**config.mk**
```make
export PLATFORM = sky130hd
export DESIGN_NAME = dna_port_responder
export DESIGN_NICKNAME = d
export VERILOG_FILES = /design/src/rtl/dna_port_responder_pkg.sv /design/src/rtl/dna_port_responder_sync_bit_edge.sv /design/src/rtl/dna_port_responder.sv
export SDC_FILE = /design/constraint.sdc
export NUM_CORES = 1
export LEC_CHECK = 0
export CORE_AREA = 4 4 80 82
export DETAILED_ROUTE_END_ITERATION = 8
export DIE_AREA = 0 0 84 86
export HOLD_SLACK_MARGIN = 0.06
export PLACE_DENSITY = 0.81
export SYNTH_ARGS = -nofsm -noshare
export SYNTH_HDL_FRONTEND = slang
export SYNTH_HIERARCHICAL = 1
export SYNTH_SLANG_ARGS = --single-unit
```
**constraint.sdc**
```tcl
create_clock -name clk_i -period 2.1 [get_ports clk_i]
set_input_delay 0.21 -clock clk_i [delete_from_list [all_inputs] [get_ports clk_i]]
set_output_delay 0.21 -clock clk_i [all_outputs]
set_load 0.005 [all_outputs]
```
**src/rtl/dna_port_responder_pkg.sv**
```systemverilog
// Shared constants for DNA_PORT readers and responders so both ends agree on
// identifier width, simulation identifier value and bit counter width.
package dna_port_responder_pkg;

  localparam int              DNA_ID_WIDTH  = 57;
  localparam logic [56:0]     DNA_SIM_VALUE = 57'h12345678_9ABCDE;
  localparam int              DNA_CNT_WIDTH = $clog2(DNA_ID_WIDTH + 1);

  typedef enum logic {
    ST_EMPTY  = 1'b0,
    ST_LOADED = 1'b1
  } dna_state_e;

endpackage

```
**src/rtl/dna_port_responder_sync_bit_edge.sv**
```systemverilog
// Synchronizer chain plus rising-edge detector for the slow DNA clock.
// A level already high when reset releases is never reported as an edge.
module sync_bit_edge #(
  parameter int STAGES = 2
) (
  input  logic clk_i,
  input  logic rst_i,
  input  logic d_i,
  output logic rise_o
);

  logic [STAGES-1:0] chain_q;
  logic [STAGES-1:0] fill_q;
  logic              prev_q;
  logic              armed_q;

  // fill_q marks when chain_q holds real samples; arming needs a genuine low first
  always_ff @(posedge clk_i or posedge rst_i) begin
    if (rst_i) begin
      chain_q <= '0;
      fill_q  <= '0;
      prev_q  <= 1'b0;
      armed_q <= 1'b0;
    end else begin
      chain_q <= {chain_q[STAGES-2:0], d_i};
      fill_q  <= {fill_q[STAGES-2:0], 1'b1};
      prev_q  <= chain_q[STAGES-1];
      armed_q <= armed_q | (fill_q[STAGES-1] & ~chain_q[STAGES-1]);
    end
  end

  assign rise_o = armed_q & chain_q[STAGES-1] & ~prev_q;

endmodule

```
**src/rtl/dna_port_responder.sv**
```systemverilog
// Single-clock emulation of the DNA_PORT identifier shift register, responding
// to an oversampled READ/SHIFT/CLK/DIN reader and presenting DOUT like the primitive.
module dna_port_responder
  import dna_port_responder_pkg::*;
#(
  parameter int                  ID_WIDTH    = DNA_ID_WIDTH,
  parameter logic [ID_WIDTH-1:0] ID_VALUE    = DNA_SIM_VALUE,
  parameter int                  SYNC_STAGES = 2
) (
  input  logic                             clk_i,
  input  logic                             rst_i,
  input  logic                             dna_clk_i,
  input  logic                             dna_read_i,
  input  logic                             dna_shift_i,
  input  logic                             dna_din_i,
  output logic                             dna_dout_o,
  output logic [$clog2(ID_WIDTH+1)-1:0]    bit_count_o,
  output logic                             readout_done_o,
  output logic                             loaded_o
);

  localparam int                CW      = $clog2(ID_WIDTH + 1);
  localparam logic [CW-1:0]     CNT_MAX = CW'(ID_WIDTH);

  logic [2:0] ctl_in;
  logic [2:0] ctl_s;
  logic       rise;

  assign ctl_in = {dna_din_i, dna_shift_i, dna_read_i};

  sync_bit_edge #(.STAGES(SYNC_STAGES)) u_clk_edge (
    .clk_i  (clk_i),
    .rst_i  (rst_i),
    .d_i    (dna_clk_i),
    .rise_o (rise)
  );

  // Same depth as the clock chain so read/shift/din line up with the detected edge
  for (genvar gi = 0; gi < 3; gi++) begin : g_ctl_sync
    logic [SYNC_STAGES-1:0] chain_q;
    always_ff @(posedge clk_i or posedge rst_i) begin
      if (rst_i) chain_q <= '0;
      else       chain_q <= {chain_q[SYNC_STAGES-2:0], ctl_in[gi]};
    end
    assign ctl_s[gi] = chain_q[SYNC_STAGES-1];
  end

  dna_state_e          state_q, state_d;
  logic [ID_WIDTH-1:0] shreg_q, shreg_d;
  logic [CW-1:0]       cnt_q, cnt_d;
  logic                done_q, done_d;
  logic                dout_q;

  always_ff @(posedge clk_i or posedge rst_i) begin
    if (rst_i) begin
      state_q <= ST_EMPTY;
      shreg_q <= '0;
      cnt_q   <= '0;
      done_q  <= 1'b0;
      dout_q  <= 1'b0;
    end else begin
      state_q <= state_d;
      shreg_q <= shreg_d;
      cnt_q   <= cnt_d;
      done_q  <= done_d;
      dout_q  <= shreg_q[ID_WIDTH-1];
    end
  end

  always_comb begin
    state_d = state_q;
    shreg_d = shreg_q;
    cnt_d   = cnt_q;
    done_d  = 1'b0;
    if (rise) begin
      if (ctl_s[0]) begin
        shreg_d = ID_VALUE;
        cnt_d   = '0;
        state_d = ST_LOADED;
      end else if (ctl_s[1]) begin
        shreg_d = {shreg_q[ID_WIDTH-2:0], ctl_s[2]};
        // Saturate at full width; the done pulse fires only on the final step
        if (cnt_q != CNT_MAX) begin
          cnt_d  = cnt_q + 1'b1;
          done_d = (cnt_q == CNT_MAX - 1'b1);
        end
      end
    end
  end

  assign dna_dout_o     = dout_q;
  assign bit_count_o    = cnt_q;
  assign readout_done_o = done_q;
  assign loaded_o       = (state_q == ST_LOADED);

endmodule

```
======== Yosys cells after proc, flatten, opt, wreduce, memory -nomap -nowiden ========
Index checks and enable logic that the tools add are counted.
W data, S select, Z words.
cells by class
  reductions and logical operators ........ 5
  add/sub/neg operators ................... 1
  multiply operators ...................... 0
  multiplexer cells ....................... 9
  $lt $le $gt $ge ......................... 0
  eq/ne operators ......................... 2
  shift-type cells ........................ 0
  div/mod/pow operators ................... 0
  bitwise logic cells ..................... 6
operators by type and width
  kind                   number
  $mux W57               2
  $mux W6                3
  $add A6 B1 Y6 const B  1
  $eq A6 B6 Y1 const B   1
  $ne A6 B6 Y1 const B   1
  $mux W1                4
  $reduce_and A2 Y1      2
  $reduce_bool A2 Y1     2
  $and A1 B1 Y1          3
  $reduce_and A3 Y1      1
  $not A1 Y1             2
  $or A1 B1 Y1           1
word-level totals
  flip-flop bits (word level) ............. 78
  memory bits (read-only) ................. 0
  RAM bits ................................ 0
  bits in latches ......................... 0
  memories ................................ 0
  output and inout bits ................... 9
  input port bits ......................... 6

======== Longest topological paths before layout ========
Gate-level depths: netlist (run 1).
  depth in word-level cells ............... 5
  gate-level depth with buffers ........... 7
  gate-level depth less buffers ........... 5

======== Modules after synthesis ========
The synthesis (run 1) kept the hierarchy.
by module, submodules not included
  module              seq. area each (um^2)  area each (um^2)  cells an instance  times used
  dna_port_responder  1801.7                 2791.4            248                1
  sync_bit_edge       150.1                  176.4             12                 1

======== Worst setup path after synthesis (run 1) ========
No wires, ideal clock.
  path kind ............................... flip-flop to flip-flop
  from .................................... reg cnt_q[1] (netlist: bit_count_o[1])
  to ...................................... reg cnt_q[1] (netlist: bit_count_o[1])
  arrival time ............................ 1186 ps
  slack ................................... 788 ps
  library setup time ...................... 126 ps
  period minus slack after synthesis ...... 1312 ps
  stages on the path, launching flop included .. 6
  data required time ...................... 1974 ps
  path through ............................ dfrtp_1 inv_1 ha_1 inv_1 o21ai_0 a311o_1
on the way
  word-level cells in the longest chain between the ends .. 4
  elaborated cells between the ends (all ways) .. 7
  those cells by class .................... 1 x add/sub; 1 x eq/ne; 3 x mux; 2 x reduce/logical
RTL lines
  item                    line                      source
  start, declared         dna_port_responder.sv:50  logic [CW-1:0] cnt_q, cnt_d;
  start signal, assigned  dna_port_responder.sv:64  cnt_q <= cnt_d;
  $add A6 B1 Y6           dna_port_responder.sv:84  cnt_d = cnt_q + 1'b1;
  $mux W6                 dna_port_responder.sv:83  if (cnt_q != CNT_MAX) begin
  $mux W6                 dna_port_responder.sv:80  end else if (ctl_s[1]) begin
  $mux W6                 dna_port_responder.sv:76  if (ctl_s[0]) begin
Parallel ways exist; a longest one is shown, timed or not. The select of a mux whose other input is x is not followed.
A chain may end at the register's enable or synchronous reset.

======== Final worst setup path (run 1) ========
  from .................................... reg g_ctl_sync[0].chain_q[1]
  to ...................................... reg shreg_q[18]
on the way
  word-level cells in the longest chain between the ends .. 2
  elaborated cells between the ends (all ways) .. 3
  those cells by class .................... 1 x mux; 2 x reduce/logical
RTL lines
  item                                 line                      source
  start, declared                      dna_port_responder.sv:40  logic [SYNC_STAGES-1:0] chain_q;
  start signal, assigned               dna_port_responder.sv:43  else chain_q <= {chain_q[SYNC_STAGES-2:0], ctl_in[gi]};
  $reduce_bool A2 Y1 (no source line)  n/a
  $reduce_and A2 Y1 (no source line)   n/a
  end signal, assigned                 dna_port_responder.sv:63  shreg_q <= shreg_d;
  end, declared                        dna_port_responder.sv:49  logic [ID_WIDTH-1:0] shreg_q, shreg_d;
Parallel ways exist; a longest one is shown, timed or not.

==> metrics.cfg, run 1 <==
[flow_run]
cap_violations=0

[grt]
grt_pass1_wl_um=9066
grt_util_all_layers_pct=15.93
overflow=0
first_global_vias=1986
grt_max_degree=73
antenna_found_initial=0

[placement]
placed_area_um2=3176
port_buffers=14
dp_hpwl_um=3111
routabilityCongestion=0.7863

[cells_and_area]
final_util_pct=58.86
diodes=0
nNetsFinal=284
synthToLayoutAreaGrowth_pct=13.95
drive_above_1_share_pct=8.929
fillers=479
final_area_um2=3382

[sta]
rsz0062_at_grt=false
fmax_mhz=562.7
hold_viol=0
tightest_slew_ns=1.179
period_needed_ns=1.777
final-setup-viol-count=0
slew_viol_final=0
hold-worst-slack_ns=0.1309
post-route-period-util_pct=84.62
max-slew-margin-rel_pct=21.42
clock_skew_ns=0.01109
fin_tns_setup_ns=0

[route]
avgRoutedWirePerCell_um=14.31
drt_iter0_drc=113
drt_first_pass_iters=5
route.detailed.drc=0
via_per_inst=5.462
wl_um=5079
final_antenna_net_count=0
vias=1939

[synth]
synth-seq-cells=78
yosysSeqAreaShare_pct=65.77
post-synth-top-count-cell=dfrtp_1
synth_cells=260
syn-num-nets=269
synthArstFlopShare_pct=100.0
yosys-top-cells-count=dfrtp_1 (78), nand2_1 (62), nand3_1 (31), a22o_1 (29), inv_1 (11)
synth_edf_count=0
synth_top_area_share_pct=65.77
synthesis.area_um2=2968
ys.flop_type=dfrtp_1
synth_area_per_cell_um2=11.41
synth_top_area_cell=dfrtp_1
synth_cell_types=30
synth_area_leaders=dfrtp_1 (66%), a22o_1 (8.6%), nand2_1 (7.8%)
synth-warning-count=6

[floorplan]
dieHeight_um=86
chipWidth_um=84
ios=15
core.rowCount=28
core_um2=5746
dieArea_um2=7224
start_util_pct=51.66

[clock_tree]
cts_tree=built
htreeDepth=3
cts_resized=0
clk_pin_slew_worst_paths_ns=0.07
cts.sinks=78
clockRootBuffer=clkbuf_8
cts_made_buffers=9
clk_path_buf_depth=2
clk_latency_ns=0.35
post-cts-setup-buffers=0
cts_hold_buffers=0

[worst_setup_path]
start_kind=register
crit_path_max_fanout=29
path_class=reg -> reg
cp_slowest_cell=o21ai_2
endpoint_kind=register
required_ns=2.38
path_cells=o21ai_2, a22o_1
cpPeakStageDelay_ns=0.95
cp_data_arrival_time_ns=2.06

[power_and_ir_drop]
ir_worst_vdd_v=0.0007040
p_leak_nw=1.610
powerDensity_nw_per_um2=1017

[run_status]
status=complete, no violations

[min_path]
hold_path.class=in -> async

-- kinds of logic (layout without fill, tap and decap cells) --
group,after synthesis,count (layout),synth area share [%]
flip-flops,78,78,65.77
buffers and inverters,27,47,4.426
multiplexers,2,2,0.6746
AND/OR/NAND/NOR,107,107,16.15
other,1,1,0.1264
adder cells (fa/ha/maj),3,3,1.265
AO/OA/AOI/OAI,42,42,11.59
-- placed cells by master, fill, tap and decap left out, types with 2 or more instances in the layout --
| cell type | netlist | final |
|---|---|---|
| a22o_1 | 29 | 29 |
| nand2_1 | 62 | 62 |
| inv_1 | 11 | 10 |
| clkinv_4 | 0 | 2 |
| clkbuf_8 | 0 | 10 |
| o221ai_1 | 2 | 2 |
| ha_1 | 3 | 3 |
| o22ai_1 | 3 | 3 |
| buf_4 | 3 | 5 |
| clkdlybuf4s50_1 | 0 | 14 |
| nor2_1 | 3 | 2 |
| mux2i_1 | 2 | 2 |
| nand4_1 | 2 | 2 |
| nand4b_1 | 2 | 2 |
| dfrtp_1 | 78 | 78 |
| nor2b_1 | 2 | 2 |
| a21oi_1 | 2 | 2 |
| nand3_1 | 31 | 31 |
-- flip-flops by register name, indices dropped and copies added, names as in the netlist --
register / flops
bit_count_o: 6
dna_dout_o: 1
g_ctl_sync.chain_q: 6
loaded_o: 1
readout_done_o: 1
shreg_q: 57
u_clk_edge/armed_q: 1
u_clk_edge/chain_q: 2
u_clk_edge/fill_q: 2
u_clk_edge/prev_q: 1
-- worst max-delay path: cells and delay by family (launching register included) --
family             cells  cell delay, ns
DFF                    1            0.47
AOI/OAI and AO/OA      2            1.23
-- final cells by class --
class	instances	area [um2]	share of cell area, %
clock inverters	6	68.82	2.035
repair buffers	20	197.7	5.845
well taps	75	93.84	2.775
clock buffers	10	137.6	4.070
inverters	11	41.29	1.221
multi-input cells	155	890.9	26.34
flip-flops and latches	78	1952	57.71
-- per-layer routing --
metal / track usage, % / vias up / wire, um
li1: - / 923 / -
met4: 6.287 / 0 / 90
met1: 20.00 / 969 / 2205
met3: 5.283 / 12 / 201
met5: 0 / - / 0
met2: 25.74 / 35 / 2581
-- where the power goes --
group | internal (mW) | leakage (nW) | total [mW] | switching, mW
Combinational | 0.224 | 0.550 | 0.432 | 0.209
Sequential | 1.72 | 0.958 | 1.88 | 0.157
Clock | 0.587 | 0.103 | 1.13 | 0.540
Total | 2.53 | 1.61 | 3.44 | 0.905
-- per-stage QoR --
stage | instances | setup slack (ns) | power [mW]
after floorplan | 260 | 0.06508 | 2.176
after global placement | 339 | 0.3984 | 2.317
after detailed placement | 339 | 0.3328 | 2.348
after CTS | 355 | 0.3120 | 3.483
after global routing | 355 | 0.1298 | 3.637
final | 355 | 0.3229 | 3.440
-- final timing paths --
kind / cells after the start / endpoint / slack, ns / start
max: 2 / shreg_q[18] / 0.32 / g_ctl_sync[0].chain_q[1]
min: 2 / u_clk_edge/chain_q[0] / 0.13 / rst_i
max reg2reg: 2 / shreg_q[18] / 0.32 / g_ctl_sync[0].chain_q[1]
min reg2reg: 0 / g_ctl_sync[1].chain_q[1] / 0.34 / g_ctl_sync[1].chain_q[0]
max in group asynchronous: 3 / readout_done_o / 1.52 / rst_i
min in group clk_i: 1 / u_clk_edge/chain_q[0] / 0.31 / dna_clk_i
No activity file was read; power rests on OpenSTA's default activity.
==> inputs of run 2 (changes only) <==
==> constraint.sdc (replaced) <==
create_clock -name clk_i -period 1.5 [get_ports clk_i]
set_input_delay 0.15 -clock clk_i [delete_from_list [all_inputs] [get_ports clk_i]]
set_output_delay 0.15 -clock clk_i [all_outputs]
set_load 0.005 [all_outputs]
==> metrics.cfg, run 2 (synthesized netlist as in run 1, its figures left out) <==
[grt]
grt_util_all_layers_pct=16.23  ; +0.30 points
antenna_found_initial=0  ; unchanged
first_global_vias=1928  ; -2.9%
grt_max_degree=51  ; -30%
overflow=0  ; unchanged
grt_pass1_wl_um=9190  ; +1.4%

[worst_setup_path]
cp_data_arrival_time_ns=1.30  ; -0.76 ns
start_kind=register
required_ns=1.35  ; -1.03 ns
cpPeakStageDelay_ns=0.53  ; -0.42 ns
r2r-end=bit_count_o[2]
crit_path_max_fanout=6  ; -79%
path_cells=clkdlybuf4s50_1
cp_num_buf_inv=1  ; +1
endpoint_kind=output pin
ff2ff_path_depth=6  ; +4
cp_num_cells=1  ; -1
cp_slowest_cell=clkdlybuf4s50_1
crit_family=buffers and inverters
r2r_setup_slack_ns=0.10  ; -0.22 ns
timing.rr.start=u_clk_edge/chain_q[1]
setup.worst_path.end=bit_count_o[0]
path_class=reg -> out
crit_start=bit_count_o[0]

[route]
drt_first_pass_iters=4  ; -1
route.detailed.drc=0  ; unchanged
wl_um=5310  ; +4.5%
avgRoutedWirePerCell_um=14.67  ; +2.5%
final_antenna_net_count=0  ; unchanged
drt_iter0_drc=151  ; +34%
vias=1953  ; +0.72%
via_per_inst=5.395  ; -1.2%

[flow_run]
cap_violations=0  ; unchanged

[floorplan]
ios=15  ; unchanged
core_um2=5746  ; unchanged
dieArea_um2=7224  ; unchanged
core.rowCount=28  ; unchanged
start_util_pct=51.66  ; unchanged
chipWidth_um=84  ; unchanged
dieHeight_um=86  ; unchanged

[sta]
setup_ws_ns=0.04534  ; -0.2776 ns
fin_tns_setup_ns=0  ; unchanged
period_needed_ns=1.455
post-route-period-util_pct=96.98
hold-worst-slack_ns=0.09515  ; -0.03571 ns
clock_skew_ns=0.01341  ; +0.002320 ns
fmax_mhz=687.4
hold_viol=0  ; unchanged
slew_viol_final=0  ; unchanged
final-setup-viol-count=0  ; unchanged

[cells_and_area]
largest_reg_flops=57  ; unchanged
drive_above_1_share_pct=12.54  ; +3.6 points
final_common_cell=dfrtp_1
largest-register=shreg_q
final_cell_mix=dfrtp_1 (74), nand2_1 (62), nand3_1 (31)
synthToLayoutAreaGrowth_pct=18.09
final_area_um2=3505  ; +3.6%
diodes=0  ; unchanged
nNetsFinal=291  ; +2.5%

[clock_tree]
cts_made_buffers=9  ; unchanged
cts.sinks=78  ; unchanged
clockRootBuffer=clkbuf_8
clk_latency_ns=0.36  ; about the same
clk_pin_slew_worst_paths_ns=0.08  ; about the same
clk_path_buf_depth=2  ; unchanged
cts_hold_buffers=0  ; unchanged
htreeDepth=3  ; unchanged
cts_tree=built

[min_path]
hold_path.class=in -> async

[run_status]
status=complete, no violations

[placement]
dp_hpwl_um=3271  ; +5.1%
preCtsSetupSlack_ns=0.06710  ; -0.2657 ns
placed_area_um2=3247  ; +2.2%
port_buffers=14  ; unchanged
routabilityCongestion=0.8555  ; +8.8%

[power_and_ir_drop]
powerDensity_nw_per_um2=1439  ; +42%
p_leak_nw=1.662  ; +3.2%
total_power_mw=5.044  ; +47%
ir_worst_vdd_v=0.0009970  ; +42%

## run 2: changes by cell type in the layout (fill, tap and decap cells not counted), sizes merged
cell    change
bufinv      +1
inv         -2
clkbuf      +1
buf         +7
## run 2: worst min path at each step
stage                         startpoint                     to  slack (ns)  depth (start not counted)
detailed placement  u_clk_edge/fill_q[0]   u_clk_edge/fill_q[1]        0.34                          0
global placement    u_clk_edge/fill_q[0]   u_clk_edge/fill_q[1]        0.33                          0
finish                             rst_i  u_clk_edge/chain_q[0]         0.1                          2
global route                       rst_i     u_clk_edge/armed_q        0.09                          2
floorplan                          rst_i     u_clk_edge/armed_q       -0.06                          1
CTS                                rst_i  u_clk_edge/chain_q[0]        0.09                          2
## run 2: power by group
group          total (mW)  switching, mW  internal [mW]
logic               0.692          0.322          0.369
clock network        1.73          0.742          0.985
registers            2.62          0.206           2.42
## run 2: final cells by class
type	count	area, um2
Clock buffer	11	141.4
Clock inverter	5	82.58
Fill cell	444	2241
Inverter	11	45.04
Multi-Input combinational cell	155	893.4
Sequential cell	78	1957
Tap cell	75	93.84
Timing Repair Buffer	27	291.5
## run 2: timing repair
| item | CTS | global route |
|---|---|---|
| hold endpoints to repair | 0 | 0 |
| gates resized for setup | 4 | 3 |
| endpoints found under the setup margin | 4 | 9 |
| pin swaps | 0 | 0 |
| setup buffers | 0 | 3 |
## run 2: metal layers
layer | global-route usage (%) | wire length (um) | up-vias | part of all wire [%]
li1 | - | - | 933 | -
met1 | 22.02 | 2506 | 978 | 47
met2 | 23.72 | 2500 | 31 | 47
met3 | 5.956 | 214 | 11 | 4.0
met4 | 6.871 | 88 | 0 | 1.7
met5 | 0 | 0 | - | 0
## run 2: through the flow
step | cells | util [%]
2_1_floorplan | 260 | -
3_3_place_gp | 343 | 56.51
3_5_place_dp | 343 | 56.51
4_1_cts | 359 | 60.50
5_1_grt | 362 | 61.00
6_report | 362 | 61.00
==> inputs of run 3 (changes only) <==
--- a/config.mk
+++ b/config.mk
@@ -10,6 +10,7 @@
 export DIE_AREA = 0 0 84 86
 export HOLD_SLACK_MARGIN = 0.06
 export PLACE_DENSITY = 0.81
+export SKIP_CTS_REPAIR_TIMING = 1
 export SYNTH_ARGS = -nofsm -noshare
 export SYNTH_HDL_FRONTEND = slang
 export SYNTH_HIERARCHICAL = 1
==> metrics.cfg, run 3 (synthesized netlist as in run 1, its figures left out) <==
[cells_and_area]
fin_cells=364  ; +0.55%
largest-register=shreg_q
nNetsFinal=293  ; +0.69%
fillers=445  ; +0.23%
largest_reg_flops=57  ; unchanged
multi_input_area_um2=890.9  ; -0.28%
drive_above_1_share_pct=12.80  ; +0.26 points
synthToLayoutAreaGrowth_pct=18.47
final_common_cell=dfrtp_1
register_area_um2=1957  ; unchanged
diodes=0  ; unchanged
final_cell_mix=dfrtp_1 (74), nand2_1 (62), nand3_1 (31)

[floorplan]
core_um2=5746  ; unchanged
core.rowCount=28  ; unchanged
ios=15  ; unchanged
chipWidth_um=84  ; unchanged
dieArea_um2=7224  ; unchanged
dieHeight_um=86  ; unchanged
start_util_pct=51.66  ; unchanged

[sta]
slew_viol_final=0  ; unchanged
hold_viol=0  ; unchanged
fmax_mhz=684.2  ; -0.48%
final-setup-viol-count=0  ; unchanged
clock_skew_ns=0.01196  ; -0.001446 ns
post-route-period-util_pct=97.44  ; +0.47 points
period_needed_ns=1.462  ; +0.006991 ns
hold-worst-slack_ns=0.09490  ; -0.0002407 ns

[route]
wl_um=5382  ; +1.4%
final_antenna_net_count=0  ; unchanged
vias=1993  ; +2.0%
drt_iter0_drc=169  ; +12%
route.detailed.drc=0  ; unchanged
avgRoutedWirePerCell_um=14.79  ; +0.80%
via_per_inst=5.475  ; +1.5%
drt_first_pass_iters=4  ; unchanged

[placement]
port_buffers=14  ; unchanged
placedCellCount=343  ; unchanged
dp_hpwl_um=3271  ; unchanged
routabilityCongestion=0.8555  ; unchanged

[worst_setup_path]
cp_num_buf_inv=1  ; unchanged
crit_start=bit_count_o[5]
r2r_setup_slack_ns=0.11  ; about the same
start_kind=register
timing.rr.start=bit_count_o[1]
required_ns=1.35  ; about the same
endpoint_kind=output pin
r2r-end=bit_count_o[1]
ff2ff_path_depth=5  ; -1
cp_data_arrival_time_ns=1.31  ; about the same
crit_path_max_fanout=5  ; -1
crit_family=buffers and inverters
path_class=reg -> out
cp_slowest_cell=clkdlybuf4s50_1
path_cells=clkdlybuf4s50_1
cpPeakStageDelay_ns=0.54  ; about the same

[power_and_ir_drop]
ir_worst_vdd_v=0.0009959  ; -0.11%
powerDensity_nw_per_um2=1430  ; -0.62%
p_leak_nw=1.682  ; +1.2%

[clock_tree]
cts_tree=built
clk_path_buf_depth=2  ; unchanged
clk_latency_ns=0.36  ; about the same
cts_made_buffers=9  ; unchanged
clk_pin_slew_worst_paths_ns=0.07  ; about the same
htreeDepth=3  ; unchanged
cts.sinks=78  ; unchanged
clockRootBuffer=clkbuf_8

[grt]
grt_util_all_layers_pct=16.21  ; -0.021 points
grt_pass1_wl_um=9163  ; -0.29%
antenna_found_initial=0  ; unchanged
overflow=0  ; unchanged
grt_max_degree=51  ; unchanged
first_global_vias=1926  ; -0.10%

[min_path]
hold_path.class=in -> async

[flow_run]
cap_violations=0  ; unchanged

[run_status]
status=complete, no violations

-- run 3: power by group --
group / internal [mW] / switching [mW] / total (mW)
sequential: 2.42 / 0.221 / 2.64
clock: 0.985 / 0.743 / 1.73
combinational: 0.353 / 0.307 / 0.660
total: 3.76 / 1.27 / 5.03
-- run 3: cell type report --
class	instances	area share, %
Sequential cell	78	55.66
Multi-Input combinational cell	155	25.34
Timing Repair Buffer	29	8.683
Clock buffer	11	4.021
Tap cell	75	2.669
Clock inverter	5	2.349
Inverter	11	1.281
-- run 3: through the flow --
stage	setup slack [ns]	TNS (ns)	util [%]	cell area [um2]	total power [mW]
2_1_floorplan	0.1879	0	-	2972	3.047
3_3_place_gp	0.1300	0	56.51	3247	3.262
3_5_place_dp	0.06710	0	56.51	3247	3.310
4_1_cts	-0.02797	-0.07006	60.41	3471	5.058
5_1_grt	-0.01031	-0.01837	61.19	3516	5.301
6_report	0.03835	0	61.19	3516	5.028
-- run 3: metal layers --
metal,GRT usage [%],vias to the layer above,wire [um]
met3,5.956,13,236
met2,23.57,38,2537
li1,-,939,-
met4,7.018,0,95
met1,22.02,1003,2513
met5,0,-,0
-- run 3: worst max path at each step --
stage / to / slack, ns / depth (start not counted)
6_report: bit_count_o[5] / 0.04 / 1
5_1_grt: bit_count_o[2] / -0.01 / 6
4_1_cts: bit_count_o[0] / -0.03 / 1
3_5_place_dp: bit_count_o[2] / 0.07 / 6
3_3_place_gp: bit_count_o[1] / 0.13 / 5
2_1_floorplan: bit_count_o[1] / 0.19 / 5
